File: src/rtl/regfile.sv
// regfile -- multi-ported register file with one write port and two
// combinational read ports.
//
// Holds COUNT registers of WIDTH bits. Ports A and B read the selected
// register with zero-cycle latency. Port D writes on the rising clock
// edge when we_d is high. A read of the address being written returns the
// old contents until the write edge (no bypass). Addresses >= COUNT read as
// zero and writes to them are dropped.
//
// Ports:
//   clk     in   clock; all state changes on the rising edge
//   rst     in   synchronous active-high reset; clears every register and
//                wins over a write on the same edge
//   addr_a  in   read address, port A
//   addr_b  in   read address, port B
//   addr_d  in   write address, port D
//   we_d    in   write enable, port D
//   d       in   write data, port D
//   a       out  read data, port A
//   b       out  read data, port B
//
// Build option:
//   REGFILE_ZERO_REG_EN  when defined, register 0 is hardwired to zero:
//                        writes to it are dropped and it always reads 0.
//                        When undefined, register 0 is an ordinary register.

module regfile #(
  parameter int COUNT = 32,
  parameter int WIDTH = 32,
  localparam int ADDR_WIDTH = $clog2(COUNT)
) (
  input  logic                  clk,
  input  logic                  rst,
  input  logic [ADDR_WIDTH-1:0] addr_a,
  input  logic [ADDR_WIDTH-1:0] addr_b,
  input  logic [ADDR_WIDTH-1:0] addr_d,
  input  logic                  we_d,
  input  logic [WIDTH-1:0]      d,
  output logic [WIDTH-1:0]      a,
  output logic [WIDTH-1:0]      b
);

`ifdef REGFILE_ZERO_REG_EN
  localparam bit ZERO_REG_EN = 1'b1;
`else
  localparam bit ZERO_REG_EN = 1'b0;
`endif

  // Current contents of every register, flattened for the read muxes.
  logic [COUNT-1:0][WIDTH-1:0] reg_vals;

  generate
    for (genvar gi = 0; gi < COUNT; gi++) begin : g_reg
      if (ZERO_REG_EN && (gi == 0)) begin : g_zero
        // Hardwired zero: no storage, writes have nothing to land in.
        assign reg_vals[gi] = '0;
      end else begin : g_store
        logic             wr_hit;
        logic [WIDTH-1:0] val_d;
        logic [WIDTH-1:0] val_q;

        // Only an in-range address can match, because gi < COUNT; writes
        // to addresses >= COUNT therefore hit nothing and are dropped.
        always_comb begin
          wr_hit = we_d && (addr_d == ADDR_WIDTH'(gi));
          val_d  = val_q;
          if (wr_hit) begin
            val_d = d;
          end
        end

        // Reset is checked first so it overrides a same-edge write.
        always_ff @(posedge clk) begin
          if (rst) begin
            val_q <= '0;
          end else begin
            val_q <= val_d;
          end
        end

        assign reg_vals[gi] = val_q;
      end
    end
  endgenerate

  // Read muxes read the stored flops directly, so a write becomes visible
  // only after its edge. An out-of-range address matches no entry and the
  // zero default is returned.
  always_comb begin
    a = '0;
    b = '0;
    for (int i = 0; i < COUNT; i++) begin
      if (addr_a == ADDR_WIDTH'(i)) begin
        a = reg_vals[i];
      end
      if (addr_b == ADDR_WIDTH'(i)) begin
        b = reg_vals[i];
      end
    end
  end

endmodule

File: config.mk
export PLATFORM = sky130hd
export DESIGN_NAME = regfile
export DESIGN_NICKNAME = d
export VERILOG_FILES = /design/src/rtl/regfile.sv
export SDC_FILE = /design/constraint.sdc
export NUM_CORES = 2
export LEC_CHECK = 0
export ABC_AREA = 1
export CORE_ASPECT_RATIO = 1.2
export CORE_MARGIN = 5
export CORE_UTILIZATION = 63
export DETAILED_ROUTE_END_ITERATION = 7
export PLACE_DENSITY = 0.86
export SYNTH_ARGS = -nofsm -noshare
export SYNTH_HDL_FRONTEND = slang
export SYNTH_SLANG_ARGS = --single-unit
File: constraint.sdc
create_clock -name clk -period 4 [get_ports clk]
set_clock_uncertainty 0.1 [all_clocks]
set_input_delay 0.8 -clock clk [delete_from_list [all_inputs] [get_ports clk]]
set_output_delay 0.8 -clock clk [all_outputs]
set_load 0.005 [all_outputs]
# After elaboration in Yosys (flattened, before gate mapping)
# Cells that the tools add are included.
# classes
eq_ne	93
n_mux	64
n_reduce_logical	35
# op_table
operator	count
32-bit 2-to-1 mux	64
5-bit equality test (second input constant)	48
5-bit by 4-bit equality test with 1-bit output (second input constant)	24
5-bit by 3-bit equality test with 1-bit output (second input constant)	12
1-bit logical AND	32
5-bit by 2-bit equality test with 1-bit output (second input constant)	6
5-bit by 1-bit equality test with 1-bit output (second input constant)	3
5-bit logical NOT	3
# word_totals
reg_bits	1024
out_inout_bits	64

# Longest topological paths before layout
# logic_depth
depth_word	33
depth_mapped	23
mapped_depth_nobuf	23

# Least setup slack after synthesis
# OpenSTA, ideal clock, no wires.
# synth_timing
path_kind	input port to output port
startpoint	input addr_a[4]
endpoint	output a[20]
arrival_ns	2.630
t_required_ns	3.100
path_slack_ns	0.470
stages	15
path_buffers	2
path_cell_list	buf_2 buf_2 nor3_2 inv_1 or2_2 nand2_1 nand4_1 nor2_1 nand4_1 nor2_1 nand3_1 nor2_1 nand3_1 nand2_1 nand3_1
# synth_between
elab_chain_len	33
word_cells_on_any_way	64
classes_between	eq/ne (31); mux (32); reduce/logical (1)
# synth_rtl
element	line_no	text
start, declared	34	input logic [ADDR_WIDTH-1:0] addr_a,
5-bit logical NOT	93	if (addr_a == ADDR_WIDTH'(i)) begin
32-bit 2-to-1 mux (31 in a row)	93	
32-bit 2-to-1 mux *	93	
end, declared	39	output logic [WIDTH-1:0] a,
# Mark *: on every way between the ends. The rest lies on a longest branch, timed or not.

# Worst setup path after layout
# layout_timing
startpoint	input addr_b[0]
endpoint	output b[18]
# layout_between
elab_chain_len	33
word_cells_on_any_way	64
classes_between	eq/ne (31); mux (32); reduce/logical (1)
# layout_rtl
element	line_no	text
start, declared	35	input logic [ADDR_WIDTH-1:0] addr_b,
5-bit logical NOT	96	if (addr_b == ADDR_WIDTH'(i)) begin
32-bit 2-to-1 mux (31 in a row)	96	
32-bit 2-to-1 mux *	96	
end, declared	40	output logic [WIDTH-1:0] b
# Marked as above.

==> flow_summary_export.csv <==
group,metric,value,unit
yosys,yosysSeqAreaShare,39.09,%
layout,reg.largest.list,"g.g_store.val_q: 1024 flops",
yosys,ys_warn_count,0,
setup_path,path_class,"in -> out",
yosys,yosys.area_share.adder,0,%
min_path,hold_class,"reg -> reg",
timing,finalSetupTns,-47.19,ns
yosys,synth_nets,8305,
yosys,synth_seq_cells,1024,
die,core_area,83020,um^2
drt,met1_length,73910,um
yosys,muxShareOfSynthArea,0,%
layout,stdcell_count,9748,
place,placed_cell_area,58210,um^2
place,pre_cts_ws,-1.612,ns
layout,final_common_cell,"nand2_1",
setup_path,max_stage_delay,0.19,ns
global_route,grt_pass1_vias,58520,
timing,fin_crit_sh,125.7,%
drt,wl_met2,97860,um
drt,drt_pass1_iterations,8,
setup_path,worst_setup_path_end_kind,"output port",
place,globalplace.congestion,1.038,
yosys,synth_top_family_by_area,"simple AND/OR/NAND/NOR gates",
setup_path,critical_path_buf_inv_count,8,
clocking,htree_levels,3,
global_route,grt_pass1_wl,332200,um
global_route,grt-ovfl-total,0,
timing,rsz0062_at_grt,"yes",
drt,via_count,62880,
place,place_inst,9412,
die,io_pins,114,
job,max-cap-violations,0,
global_route,grt_usage,46.91,%
yosys,synthSimpleGateAreaFrac,38.40,%
yosys,synth-compound-area-share,13.39,%
setup_path,crit_family,"simple AND/OR/NAND/NOR gates",
clocking,root_buffer,"clkbuf_16",
timing,final-hold-violation-count,0,
timing,max-slew-margin-rel,23.64,%
drt,wl,226300,um
timing,fmax,198.9,MHz
die,die_x,273.4,um
global_route,grt_max_degree,107,
setup_path,slowest_stage,"nor2_1",
die,start_util,63.16,%
setup_path,cp_common_cell,"nand4_1",
setup_path,cp_max_fo,8,
layout,fin_util,78.26,%
drt,wire_per_inst,23.22,um
power,ir_worst_vdd,0.0003731,V
setup_path,cp.required,3.10,ns
layout,final_area,64970,um^2
yosys,synthCells,8255,
timing,fin_ws,-1.028,ns
power,power_density,350.7,nW/um^2
clocking,cts_buffers,104,
clocking,cts_tree,"done",
yosys,syn_area,52440,um^2
yosys,synth-xor-area-share,0,%
drt,met3WireLength,28040,um
layout,largest_register_ffs,1024,
setup_path,cp-start-kind,"input pin",
layout,regMostFlops,"g.g_store.val_q",
status,outcome,"finished with violations",
layout,area_growth_syn_to_layout,23.90,%
drt,drtIter0Drc,9714,
setup_path,worst-endpoint-arrival,4.13,ns
die,die_area,89130,um^2
drt,ant_nets,0,
drt,viasPerCell,6.451,
place,dpl.hpwl,148600,um
clocking,clock_sinks,1024,
timing,maxSlewViolCount,0,
clocking,clk-insertion-delay-late,0.70,ns
place,portBuffers,113,
layout,final_nets,8584,
die,fp.dieH,326.0,um
drt,drcViolationCount,4,
power,power,22.78,mW
yosys,syn_avg_cell_area,6.352,um^2
status,violations,"DRC, setup timing",
layout,layout-drive-gt1-share,16.65,%
clocking,clkTransAtPathRegs,0.06,ns
timing,post-route-min-period,5.028,ns
die,rows,116,
global_route,grt_antenna_before_repair,4,
yosys,yosysUniqueCellTypes,26,
clocking,cts.path.max_buffers,3,
timing,whs,0.3755,ns
layout,final_cell_mix,"nand2_1 (2441), dfxtp_1 (1024), nor2_1 (978)",
timing,worstMarginPinSlew,1.145,ns
power,p_leak,23.60,nW
timing,setup_viol,64,
drt,dr.max_layer_used,"met5",
[layout make-up]
cell class	instances	area, um^2
clock inverter	34	450.4
inverter	568	2198
clock buffer	158	3075
fill	6059	18050
sequential	1024	20500
antenna	7	17.52
tap	1121	1403
multi-input combinational	5983	28780
timing repair buffer	853	8543
[worst min-delay path: stages, from the launching register on]
cell	delay [ns]
dfxtp_1	0.32
nand2_1	0.06
a21oi_1	0.05
[synth_stat cells]
| master | instances | area, um^2 |
|---|---|---|
| a211oi_1 | 409 | 3070 |
| a21oi_1 | 724 | 3623 |
| buf_1 | 24 | 90.09 |
| buf_2 | 34 | 170.2 |
| buf_4 | 5 | 37.54 |
| buf_6 | 5 | 56.30 |
| clkbuf_1 | 612 | 2297 |
| clkinv_1 | 10 | 37.54 |
| dfxtp_1 | 1024 | 20500 |
| inv_1 | 548 | 2057 |
| inv_2 | 10 | 37.54 |
| nand2_1 | 2552 | 9579 |
| nand2_2 | 2 | 12.51 |
| nand3_1 | 439 | 2197 |
| nand3_2 | 1 | 10.01 |
| nand4_1 | 598 | 3741 |
| nor2_1 | 1150 | 4317 |
| nor2_2 | 9 | 56.30 |
| nor2_4 | 2 | 22.52 |
| nor3_1 | 13 | 65.06 |
| nor3_2 | 2 | 20.02 |
| nor3_4 | 1 | 16.27 |
| o21ai_0 | 65 | 325.3 |
| or2_0 | 1 | 6.260 |
| or2_1 | 1 | 6.260 |
| or2_2 | 14 | 87.58 |
[what timing repair did]
action / 4_1_cts / 5_1_grt
gates cloned: 8 / 6
resized for setup: 498 / 421
setup endpoints to repair: 64 / 64
hold buffers: 0 / 0
endpoints found under the hold margin: 0 / 0
buffers inserted: 51 / 84
pin swaps: 354 / 613
[logic make-up (layout without fill, tap and decap cells)]
logic type / count (synthesis) / in the layout
other: 0 / 7
and+or+nand+nor: 4785 / 4785
DFF: 1024 / 1024
AOI/OAI and AO/OA: 1198 / 1198
buffers and inverters: 1248 / 1613
[where the power goes]
group / switching (mW) / internal, mW / leakage [nW]
logic: 1.50 / 0.630 / 13.6
clock network: 4.41 / 5.88 / 1.75
registers: 0.0610 / 10.3 / 8.26
[layer usage]
metal / GRT usage [%] / vias to the layer above
met5: 0 / -
met3: 12.15 / 1740
met4: 41.35 / 2
li1: - / 27630
met2: 72.98 / 5302
met1: 52.91 / 28200
[worst paths after layout]
check / startpoint / endpoint / slack (ns) / depth (start not counted)
worst max-delay path: addr_b[0] / b[18] / -1.03 / 27
worst min-delay path: g_reg[4].g_store.val_q[27] / g_reg[4].g_store.val_q[27] / 0.38 / 2
worst max register to register: g_reg[3].g_store.val_q[2] / g_reg[3].g_store.val_q[2] / 2.96 / 2
worst min register to register: g_reg[4].g_store.val_q[27] / g_reg[4].g_store.val_q[27] / 0.38 / 2
Power figures use the tool's default switching activity.
